[src/rtl/systolic_array_sequencer_pkg.sv]
// Shared constants, state encoding and helpers for the systolic array sequencer.
// The array dimension and count width here are the defaults for every block.
package sys_arr_pkg;

    localparam int N            = 4;
    localparam int DW           = 8;
    localparam int CNT_W        = 16;
    localparam int DRAIN_SHIFTS = 2*N-2;

    typedef enum logic [2:0] {
        ST_IDLE    = 3'd0,
        ST_LOAD_W  = 3'd1,
        ST_COMPUTE = 3'd2,
        ST_DRAIN   = 3'd3,
        ST_DONE    = 3'd4
    } sa_seq_state_t;

    // Bubble shifts needed to flush the diagonal skew of an n x n array.
    function automatic int drain_shifts(input int n);
        return 2*n-2;
    endfunction

endpackage

[src/rtl/systolic_array_sequencer_if.sv]
// Handshake and control bundle between the tile scheduler / operand FIFOs,
// the sequencer and the MAC grid.
interface systolic_array_sequencer_if #(
    parameter int CNT_W = sys_arr_pkg::CNT_W
);
    logic             start;
    logic [CNT_W-1:0] num_rows;
    logic             stall;
    logic             weight_valid;
    logic             weight_ready;
    logic             input_valid;
    logic             input_ready;
    logic             mac_ready;
    logic             weight_en;
    logic             MAC_shift;
    logic             mac_start;
    logic             out_valid;
    logic [CNT_W-1:0] out_row;
    logic             busy;
    logic             done;

    modport master (
        output start, num_rows, stall, weight_valid, input_valid, mac_ready,
        input  weight_ready, input_ready, weight_en, MAC_shift, mac_start,
               out_valid, out_row, busy, done
    );

    modport slave (
        input  start, num_rows, stall, weight_valid, input_valid, mac_ready,
        output weight_ready, input_ready, weight_en, MAC_shift, mac_start,
               out_valid, out_row, busy, done
    );

endinterface

[src/rtl/systolic_array_sequencer_skew_counter.sv]
// Counts data/bubble shifts of a tile and flags which shifts carry a finished
// accumulate row out of the bottom edge of the skewed array.
module sa_skew_counter
    import sys_arr_pkg::*;
#(
    parameter int N     = sys_arr_pkg::N,
    parameter int CNT_W = sys_arr_pkg::CNT_W
) (
    input  logic             CLK,
    input  logic             nRST,
    input  logic             clear_i,
    input  logic             shift_i,
    input  logic             active_i,
    input  logic [CNT_W-1:0] rows_i,
    output logic             out_valid_o,
    output logic [CNT_W-1:0] out_row_o,
    output logic             last_o
);

    localparam int DRAIN_SH = drain_shifts(N);
    localparam int SW       = CNT_W + 2;

    // One extra bit so rows + drain bubbles never wraps for a full-width row count.
    logic [CNT_W:0]  sh_cnt_q, sh_cnt_d;
    logic [SW-1:0]   sh_ext;
    logic [SW-1:0]   total;
    logic            reached;

    always_comb begin
        sh_ext  = SW'(sh_cnt_q);
        total   = SW'(rows_i) + SW'(DRAIN_SH);
        reached = (sh_ext >= SW'(DRAIN_SH));
        last_o  = ((sh_ext + SW'(1)) == total);

        sh_cnt_d = sh_cnt_q;
        if (clear_i) begin
            sh_cnt_d = '0;
        end else if (shift_i) begin
            sh_cnt_d = sh_cnt_q + (CNT_W+1)'(1);
        end

        out_valid_o = shift_i & reached;
        out_row_o   = (active_i && reached) ? CNT_W'(sh_ext - SW'(DRAIN_SH)) : '0;
    end

    always_ff @(posedge CLK) begin
        if (!nRST) begin
            sh_cnt_q <= '0;
        end else begin
            sh_cnt_q <= sh_cnt_d;
        end
    end

endmodule

[src/rtl/systolic_array_sequencer.sv]
// Tile sequencer for the NxN systolic MAC array: weight preload, input
// streaming and skew drain, with bottom-edge output row flagging.
module systolic_array_sequencer
    import sys_arr_pkg::*;
#(
    parameter int N     = sys_arr_pkg::N,
    parameter int CNT_W = sys_arr_pkg::CNT_W
) (
    input  logic                        CLK,
    input  logic                        nRST,
    systolic_array_sequencer_if.slave   bus
);

    localparam int         DRAIN_SH  = drain_shifts(N);
    localparam logic [2:0] S_IDLE    = ST_IDLE;
    localparam logic [2:0] S_LOAD_W  = ST_LOAD_W;
    localparam logic [2:0] S_COMPUTE = ST_COMPUTE;
    localparam logic [2:0] S_DRAIN   = ST_DRAIN;
    localparam logic [2:0] S_DONE    = ST_DONE;

    logic [2:0]       state_q, state_d;
    logic [CNT_W-1:0] rows_q, rows_d;
    logic [CNT_W-1:0] w_cnt_q, w_cnt_d;
    logic [CNT_W-1:0] in_cnt_q, in_cnt_d;
    logic             w_hs, in_hs, bubble, accept, last_sh;

    // Stall masks every handshake, bubble and start acceptance.
    always_comb begin
        w_hs   = (state_q == S_LOAD_W)  & ~bus.stall & bus.weight_valid;
        in_hs  = (state_q == S_COMPUTE) & ~bus.stall & bus.mac_ready & bus.input_valid;
        bubble = (state_q == S_DRAIN)   & ~bus.stall & bus.mac_ready;
        accept = (state_q == S_IDLE)    & ~bus.stall & bus.start;
    end

    always_comb begin
        state_d  = state_q;
        rows_d   = rows_q;
        w_cnt_d  = w_cnt_q;
        in_cnt_d = in_cnt_q;
        case (state_q)
            S_IDLE: begin
                if (accept) begin
                    rows_d   = bus.num_rows;
                    w_cnt_d  = '0;
                    in_cnt_d = '0;
                    state_d  = (bus.num_rows == '0) ? S_DONE : S_LOAD_W;
                end
            end
            S_LOAD_W: begin
                if (w_hs) begin
                    w_cnt_d = w_cnt_q + CNT_W'(1);
                    if (w_cnt_q == CNT_W'(N-1)) begin
                        state_d = S_COMPUTE;
                    end
                end
            end
            S_COMPUTE: begin
                if (in_hs) begin
                    in_cnt_d = in_cnt_q + CNT_W'(1);
                    if (in_cnt_q == rows_q - CNT_W'(1)) begin
                        state_d = (DRAIN_SH == 0) ? S_DONE : S_DRAIN;
                    end
                end
            end
            S_DRAIN: begin
                if (bubble && last_sh) begin
                    state_d = S_DONE;
                end
            end
            S_DONE: begin
                if (!bus.stall) begin
                    state_d = S_IDLE;
                end
            end
            default: state_d = S_IDLE;
        endcase
    end

    always_ff @(posedge CLK) begin
        if (!nRST) begin
            state_q  <= S_IDLE;
            rows_q   <= '0;
            w_cnt_q  <= '0;
            in_cnt_q <= '0;
        end else begin
            state_q  <= state_d;
            rows_q   <= rows_d;
            w_cnt_q  <= w_cnt_d;
            in_cnt_q <= in_cnt_d;
        end
    end

    sa_skew_counter #(
        .N     (N),
        .CNT_W (CNT_W)
    ) u_skew (
        .CLK         (CLK),
        .nRST        (nRST),
        .clear_i     (accept),
        .shift_i     (in_hs | bubble),
        .active_i    (state_q != S_IDLE),
        .rows_i      (rows_q),
        .out_valid_o (bus.out_valid),
        .out_row_o   (bus.out_row),
        .last_o      (last_sh)
    );

    assign bus.weight_en    = (state_q == S_LOAD_W);
    assign bus.weight_ready = (state_q == S_LOAD_W) & ~bus.stall;
    assign bus.input_ready  = (state_q == S_COMPUTE) & ~bus.stall & bus.mac_ready;
    assign bus.MAC_shift    = w_hs | in_hs | bubble;
    assign bus.mac_start    = in_hs | bubble;
    assign bus.busy         = (state_q != S_IDLE);
    assign bus.done         = (state_q == S_DONE) & ~bus.stall;

endmodule
[src/flat_wrapper.sv]
// flat-port wrapper written by rule: the top's interface ports become plain ports
module systolic_array_sequencer_flat import sys_arr_pkg::*;
#(
    parameter int N     = sys_arr_pkg::N,
    parameter int CNT_W = sys_arr_pkg::CNT_W
)
  (CLK, nRST, bus_start, bus_num_rows, bus_stall, bus_weight_valid, bus_input_valid, bus_mac_ready, bus_weight_ready, bus_input_ready, bus_weight_en, bus_MAC_shift, bus_mac_start, bus_out_valid, bus_out_row, bus_busy, bus_done);
  systolic_array_sequencer_if #(.CNT_W(CNT_W)) bus_i ();
  input  logic CLK;
  input  logic nRST;
  input wire logic [$bits(bus_i.start)-1:0] bus_start;
  input wire logic [$bits(bus_i.num_rows)-1:0] bus_num_rows;
  input wire logic [$bits(bus_i.stall)-1:0] bus_stall;
  input wire logic [$bits(bus_i.weight_valid)-1:0] bus_weight_valid;
  input wire logic [$bits(bus_i.input_valid)-1:0] bus_input_valid;
  input wire logic [$bits(bus_i.mac_ready)-1:0] bus_mac_ready;
  output wire logic [$bits(bus_i.weight_ready)-1:0] bus_weight_ready;
  output wire logic [$bits(bus_i.input_ready)-1:0] bus_input_ready;
  output wire logic [$bits(bus_i.weight_en)-1:0] bus_weight_en;
  output wire logic [$bits(bus_i.MAC_shift)-1:0] bus_MAC_shift;
  output wire logic [$bits(bus_i.mac_start)-1:0] bus_mac_start;
  output wire logic [$bits(bus_i.out_valid)-1:0] bus_out_valid;
  output wire logic [$bits(bus_i.out_row)-1:0] bus_out_row;
  output wire logic [$bits(bus_i.busy)-1:0] bus_busy;
  output wire logic [$bits(bus_i.done)-1:0] bus_done;
  assign bus_i.start = bus_start;
  assign bus_i.num_rows = bus_num_rows;
  assign bus_i.stall = bus_stall;
  assign bus_i.weight_valid = bus_weight_valid;
  assign bus_i.input_valid = bus_input_valid;
  assign bus_i.mac_ready = bus_mac_ready;
  assign bus_weight_ready = bus_i.weight_ready;
  assign bus_input_ready = bus_i.input_ready;
  assign bus_weight_en = bus_i.weight_en;
  assign bus_MAC_shift = bus_i.MAC_shift;
  assign bus_mac_start = bus_i.mac_start;
  assign bus_out_valid = bus_i.out_valid;
  assign bus_out_row = bus_i.out_row;
  assign bus_busy = bus_i.busy;
  assign bus_done = bus_i.done;
  systolic_array_sequencer #(.N(N), .CNT_W(CNT_W)) u_core (.CLK(CLK), .nRST(nRST), .bus(bus_i));
endmodule
[config.mk]
export PLATFORM = sky130hd
export DESIGN_NAME = systolic_array_sequencer_flat
export DESIGN_NICKNAME = d
export VERILOG_FILES = /design/src/rtl/systolic_array_sequencer_pkg.sv /design/src/rtl/systolic_array_sequencer_if.sv /design/src/rtl/systolic_array_sequencer_skew_counter.sv /design/src/rtl/systolic_array_sequencer.sv /design/src/flat_wrapper.sv
export SDC_FILE = /design/constraint.sdc
export NUM_CORES = 1
export LEC_CHECK = 0
export BUFFER_PORTS_ARGS = -buffer_cell sky130_fd_sc_hd__buf_2
export CORE_MARGIN = 3
export CORE_UTILIZATION = 24
export CTS_CLUSTER_SIZE = 16
export DETAILED_ROUTE_END_ITERATION = 10
export PLACE_DENSITY = 0.35
export SLEW_MARGIN = 20
export SYNTH_ARGS = -nofsm -noshare
export SYNTH_HDL_FRONTEND = slang
export SYNTH_SLANG_ARGS = --single-unit
[constraint.sdc]
create_clock -name CLK -period 3.4 [get_ports CLK]
set_input_delay 0.17 -clock CLK [delete_from_list [all_inputs] [get_ports CLK]]
set_output_delay 0.17 -clock CLK [all_outputs]
set_load 0.1 [all_outputs]
==> qor.csv, run 1 <==
stage;metric;value;unit
status;outcome;complete, no violations;
die;Die Span Y;150;um
run;max cap viols;0;
place;Final GP Congestion;0.759;
drt;via-per-instance ratio;4.62;
synthesis;dominant synthesized flop cell;dfxtp_1;
worst_hold_path;origin of the worst min-delay path;bus_num_rows[11];
synthesis;Synth area leaders;dfxtp_1, xnor2_1, xor2_1;
timing;final setup TNS;0;ns
timing;Worst slew margin;0.517;
power;Psw;1.04;mW
worst_setup_path;CP max stage cell;or4_4;
clock_network;htree depth;3;
die;die area;22400;um^2
global_routing;global route total overflow;0;
timing;crit share post-route;0.910;
clock_network;clock latency on the worst-skew pair;0.34;ns
worst_setup_path;critical path, cell by cell;or4_4 -> nor2_4 -> nand2_2 -> or4_4 -> nor4_2 -> or2_2 -> a21oi_1 -> buf_2;
synthesis;top post-synthesis cells by count;nand2_1, nor2_1, dfxtp_1;
die;die width;150;um
drt;DRC;0;
global_routing;met2 Track Usage GR;0.224;
synthesis;number of flops mapped to enable cells by yosys;0;
timing;Final Critical Period;3.09;ns
layout;fin nets;686;
power;Worst IR Drop VDD;0.000491;V
global_routing;largest net degree at the start of global routing;25;
layout;Util after Layout;0.283;
layout;design area;5640;um^2
worst_setup_path;most used cell along the critical path;or4_4;
clock_network;Clk pin slew, worst setup/hold paths;0.06;ns
power;Clock Power Share;0.356;
synthesis;cell with the most instances after synthesis;nand2_1;
timing;Hold Fails Final Rpt;0;
worst_setup_path;Critical Path Max Stage Delay;0.51;ns
synthesis;Seq/Total Area, Yosys;0.274;
synthesis;syn_area_per_cell;7.93;um^2
synthesis;Synth Instances;626;
place;Placed Cells;910;
drt;via count;4279;
place;DP Wirelength;11400;um
global_routing;initial antenna violation count;0;
place;Cell Area, Placed;5330;um^2
power;combinational share of power;0.309;
worst_setup_path;Crit. End Element;output pin;
power;Sw Ratio;0.375;
clock_network;Clock Path Buffers;2;
global_routing;first-pass GRT wire length;23600;um
drt;first-pass detailed-route iteration total;4;
layout;Layout area overhead;13.6;%
clock_network;CTS tree;yes;
worst_setup_path;required time of the critical path;3.23;ns
synthesis;Syn Nets;656;
global_routing;grt met1 use;0.179;
worst_setup_path;Startpoint Class;flip-flop;
die;IO Pins;47;
clock_network;CTS Sinks;68;
global_routing;vias in the first global route;4355;
synthesis;ys async rst share;0;
place;I/O Buffers;46;
synthesis;top-area cell type share of the netlist area;0.274;
clock_network;post-CTS setup buffer count;0;
clock_network;clock root cell;clkbuf_16;
power;Seq pwr share;0.335;
timing;Slew @ Worst Pin;0.719;ns
synthesis;synthesis-stage register bit count;68;
worst_setup_path;Crit path arrival time;2.92;ns
timing;Peak Freq;323;MHz
clock_network;CTS Buf Count;9;
power;leakage;2.21;nW
drt;final WL;14500;um
layout;diodes inserted;0;
die;core area;19900;um^2
drt;final antenna-violating net count;0;
worst_setup_path;Setup CP Type;flip-flop to output pin;
worst_setup_path;crit path max fanout;16;
worst_setup_path;Setup crit start;u_core.u_skew.sh_cnt_q[6];
timing;Setup Viol. Count Final;0;
synthesis;yosys warns;0;
timing;Final Max Slew Viols;0;
synthesis;Netlist cell types;78;
layout;fraction of final layout cells sized beyond drive strength 1;0.168;
die;row count;51;
power;Int Power;1.73;mW
timing;Worst Clk Skew;0.00911;ns
global_routing;GR peak layer;met2;
drt;1st-iter DRT viols;209;
global_routing;Tot GR Track Use;0.135;
synthesis;Mapped Area;4960;um^2
global_routing;grt met3 use;0.0254;
drt;wire length per cell;15.6;um
worst_hold_path;worst hold path class;input pin to flip-flop;
die;Starting Density;0.249;
worst_setup_path;Worst R2R Start;u_core.u_skew.sh_cnt_q[1];
synthesis;post-synth top area cell;dfxtp_1;
timing;RSZ-0062 raised after global routing;no;
power;pwr dens;491;nW/um^2
layout;fin cells;926;
==> layout make-up <==
cell class                 instances  area, um^2
clock buffer                      10         239
clock inverter                     6        72.6
fill                            2211       14300
inverter                          11        41.3
multi-input combinational        500        3210
sequential                        68        1360
tap                              265         332
timing repair buffer              66         380
==> cells by family after synthesis <==
| kind of cell | count (synthesis) | synth area share |
|---|---|---|
| and+or+nand+nor | 300 | 0.308 |
| xor gates and xnor gates | 104 | 0.186 |
| AOI/OAI and AO/OA | 83 | 0.119 |
| DFF | 68 | 0.274 |
| buffers and inverters | 58 | 0.0824 |
| adders and majority gates | 7 | 0.0176 |
| muxes | 6 | 0.0124 |
==> metal layers <==
metal | wire length [um] | share of wire
met5 | 0 | 0
met4 | 197 | 0.014
met3 | 460 | 0.032
met2 | 6760 | 0.47
met1 | 7050 | 0.49
==> cell usage in the layout (no fill, tap or decap), drive strengths merged, types with 11 or more instances in the layout <==
cell type | Yosys | routed
nand4 | 17 | 17
xnor2 | 54 | 54
xor2 | 49 | 49
inv | 11 | 12
nand2 | 84 | 84
nor4 | 13 | 13
buf | 20 | 66
or3 | 13 | 13
and3 | 11 | 11
nor3 | 20 | 20
a21oi | 19 | 19
nor2 | 82 | 82
nand3 | 27 | 27
dfxtp | 68 | 68
a21boi | 18 | 18
o21ai | 18 | 18
==> worst max-delay path, delay by kind of cell, from the launching register on <==
| kind | cells | cell delay, ns |
|---|---|---|
| compound gates | 1 | 0.09 |
| buf+inv | 1 | 0.30 |
| flops | 1 | 0.41 |
| simple gates | 6 | 1.78 |
==> worst paths after layout <==
path	end	slack, ns	cells after the start
hold / removal	u_core.rows_q[11]	0.1	3
setup reg to reg	u_core.state_q[1]	0.33	9
hold reg to reg	u_core.w_cnt_q[6]	0.52	2
setup / recovery	bus_out_row[6]	0.31	8
==> power groups by stage <==
| stage | sequential [mW] | clock, mW | combinational, mW |
|---|---|---|---|
| 6_report | 0.927 | 0.986 | 0.856 |
| 5_1_grt | 0.939 | 1.05 | 0.932 |
| 4_1_cts | 0.929 | 1.03 | 0.871 |
| 3_5_place_dp | 0.946 | 0 | 0.867 |
| 3_3_place_gp | 0.945 | 0 | 0.863 |
| 2_1_floorplan | 0.876 | 0 | 0.736 |
==> per-stage QoR <==
stage	setup WS (ns)	hold slack [ns]	power, mW
after global routing	0.0441	0.0924	2.92
after floorplan	-0.385	0.311	1.61
final	0.307	0.0978	2.77
after detailed placement	0.290	0.450	1.81
after global placement	0.313	0.446	1.81
after CTS	0.103	0.0816	2.83
==> flip-flops by register name (all words and copies together), names as in the netlist <==
| signal | count |
|---|---|
| u_core.state_q | 3 |
| u_core.rows_q | 16 |
| u_core.w_cnt_q | 16 |
| u_core.u_skew.sh_cnt_q | 17 |
| u_core.in_cnt_q | 16 |
==> repair_timing <==
item,4_1_cts,5_1_grt
gates resized for setup,0,1
endpoints found under the setup margin,0,16
hold buffers,0,0
(Power assumes the default switching activity.)
==> run 2, diff against run 1 <==
--- a/config.mk
+++ b/config.mk
@@ -10,7 +10,7 @@
 export CORE_UTILIZATION = 24
 export CTS_CLUSTER_SIZE = 16
 export DETAILED_ROUTE_END_ITERATION = 10
-export PLACE_DENSITY = 0.35
+export PLACE_DENSITY = 0.36
 export SLEW_MARGIN = 20
 export SYNTH_ARGS = -nofsm -noshare
 export SYNTH_HDL_FRONTEND = slang
==> constraint.sdc (replaced) <==
create_clock -name CLK -period 2.7 [get_ports CLK]
set_input_delay 0.135 -clock CLK [delete_from_list [all_inputs] [get_ports CLK]]
set_output_delay 0.135 -clock CLK [all_outputs]
set_load 0.1 [all_outputs]
==> run 2 against run 1 <==
- the flow now finishes with violations (setup timing)
- utilization grew 4.9 points
- sequential cell count did not move
- routed wire length is 3.2% higher
- global-route usage increased by 0.37 points
- final cell count rose by 5.8%
- die area stayed put
- sequential share of layout area shrank 3.5 points
- final area increased by 17%
- clock power rose by 53%
- register-to-register slack worse by 0.17 ns
- setup slack worse by 0.45 ns
- highest routed layer unchanged
==> qor.csv, run 2 (same netlist as run 1, synthesis figures left out) <==
stage;metric;value;unit
clock_network;clock latency on the worst-skew pair;0.34;ns
worst_hold_path;Hold Path Stages;3;
timing;Peak Freq;352;MHz
drt;via-per-instance ratio;4.58;
clock_network;Clk pin slew, worst setup/hold paths;0.06;ns
place;DP Wirelength;11700;um
die;die width;150;um
layout;fin nets;740;
power;pwr dens;588;nW/um^2
clock_network;htree depth;3;
timing;RSZ-0062 raised after global routing;yes;
layout;most common cell after layout, fill and taps aside;nand2_1;
layout;diodes inserted;0;
layout;fraction of final layout cells sized beyond drive strength 1;0.276;
global_routing;Tot GR Track Use;0.139;
timing;Worst slew margin;0.623;
timing;Worst Clk Skew;0.00718;ns
global_routing;initial antenna violation count;1;
die;row count;51;
worst_setup_path;Worst R2R Start;u_core.u_skew.sh_cnt_q[1];
layout;Util after Layout;0.332;
status;outcome;finished with violations;
worst_hold_path;worst hold path class;input pin to flip-flop;
place;Final GP Congestion;0.827;
worst_hold_path;WHS Endpoint;u_core.rows_q[3];
global_routing;vias in the first global route;4513;
global_routing;global route total overflow;0;
timing;Setup Viol. Count Final;16;
layout;commonest cells after routing, fill and taps aside;nand2_1, buf_4, nor2_1;
place;Cell Area, Placed;5830;um^2
layout;Layout area overhead;33.2;%
worst_setup_path;Crit. End Element;output pin;
layout;fin cells;980;
drt;via count;4492;
drt;DRC;0;
clock_network;Clock Path Buffers;2;
drt;final WL;14900;um
die;core area;19900;um^2
timing;Slew @ Worst Pin;0.564;ns
global_routing;first-pass GRT wire length;24500;um
run;max cap viols;0;
power;leakage;2.59;nW
die;IO Pins;47;
timing;worst setup margin;-0.145;ns
place;Placed Cells;953;
drt;first-pass detailed-route iteration total;4;
worst_setup_path;FF-to-FF End;u_core.state_q[2];
timing;Hold Fails Final Rpt;0;
worst_setup_path;crit path max fanout;8;
power;Worst IR Drop VDD;0.000474;V
layout;Largest Register;u_core.u_skew.sh_cnt_q;
drt;1st-iter DRT viols;166;
die;Starting Density;0.249;
die;Die Span Y;150;um
clock_network;CTS tree;yes;
status;failing checks;setup timing;
worst_setup_path;reg2reg path depth;9;
timing;crit share post-route;1.05;
worst_setup_path;Crit path arrival time;2.71;ns
drt;wire length per cell;15.2;um
place;I/O Buffers;46;
clock_network;CTS Buf Count;9;
timing;Final Max Slew Viols;0;
die;die area;22400;um^2
timing;Final Critical Period;2.84;ns
layout;design area;6610;um^2
drt;final antenna-violating net count;0;
worst_hold_path;origin of the worst min-delay path;bus_num_rows[3];
global_routing;largest net degree at the start of global routing;48;
worst_setup_path;required time of the critical path;2.57;ns
worst_setup_path;reg2reg setup slack;0.16;ns
layout;max FFs per register;17;
worst_setup_path;Startpoint Class;flip-flop;
worst_setup_path;Setup CP Type;flip-flop to output pin;
clock_network;CTS Sinks;68;
clock_network;clock root cell;clkbuf_16;
## run 2: cell types whose count changed in the layout (fill, tap and decap cells not counted), sizes merged
cell | before | now
buf | 66 | 120
clkinv | 3 | 1
clkbuf | 10 | 9
bufinv | 1 | 4
## run 2: per-stage QoR
stage	TNS (ns)	worst slack, ns	hold slack, ns	total power [mW]
after floorplan	-1.44	-0.605	0.276	2.05
after global placement	0	0.0849	0.408	2.38
after detailed placement	0	0.0550	0.415	2.39
after CTS	-3.31	-0.230	0.0523	3.93
after global routing	-3.30	-0.226	0.0563	4.10
final	-1.94	-0.145	0.0596	3.88
## run 2: layout make-up
type / instances / area (um^2)
Timing Repair Buffer: 120 / 1090
Tap cell: 265 / 332
Fill cell: 2121 / 13300
Inverter: 11 / 45.0
Clock buffer: 9 / 225
Clock inverter: 7 / 146
Multi-Input combinational cell: 500 / 3400
Sequential cell: 68 / 1370
## run 2: worst max-delay path by stage
stage	from	to	cells after the start
after global routing	u_core.u_skew.sh_cnt_q[3]	bus_out_row[9]	9
final	u_core.u_skew.sh_cnt_q[3]	bus_out_row[9]	9
after floorplan	u_core.state_q[0]	bus_MAC_shift	5
after CTS	u_core.u_skew.sh_cnt_q[3]	bus_out_row[9]	10
after global placement	u_core.u_skew.sh_cnt_q[3]	bus_out_row[9]	9
after detailed placement	u_core.u_skew.sh_cnt_q[3]	bus_out_row[9]	9
## run 2: critical path, stage by stage (launching register included)
cell	delay (ns)
dfxtp_2	0.32
or4_4	0.55
nor2_4	0.11
nand2_2	0.06
or4_4	0.51
nor4_4	0.24
or2_4	0.19
buf_12	0.15
a21oi_2	0.06
buf_12	0.18
## run 2: power by group
part	switching (mW)	internal, mW	total [mW]
combinational	0.764	0.478	1.24
sequential	0.0817	1.05	1.14
clock	0.501	1.00	1.51
## run 2: what timing repair did
| item | in CTS | in global routing |
|---|---|---|
| buffers inserted | 8 | 5 |
| setup endpoints to repair | 17 | 21 |
| hold buffers | 0 | 0 |
| gates resized for setup | 70 | 17 |
| pin swaps | 8 | 11 |
| cloned | 1 | 0 |
## run 2: metal layers
| layer | wire [um] | up-vias | track usage |
|---|---|---|---|
| met1 | 7490 | 2086 | 0.192 |
| met2 | 6630 | 83 | 0.218 |
| met4 | 325 | 0 | 0.0480 |
| met3 | 487 | 20 | 0.0245 |
| li1 | - | 2303 | - |
| met5 | 0 | - | 0 |
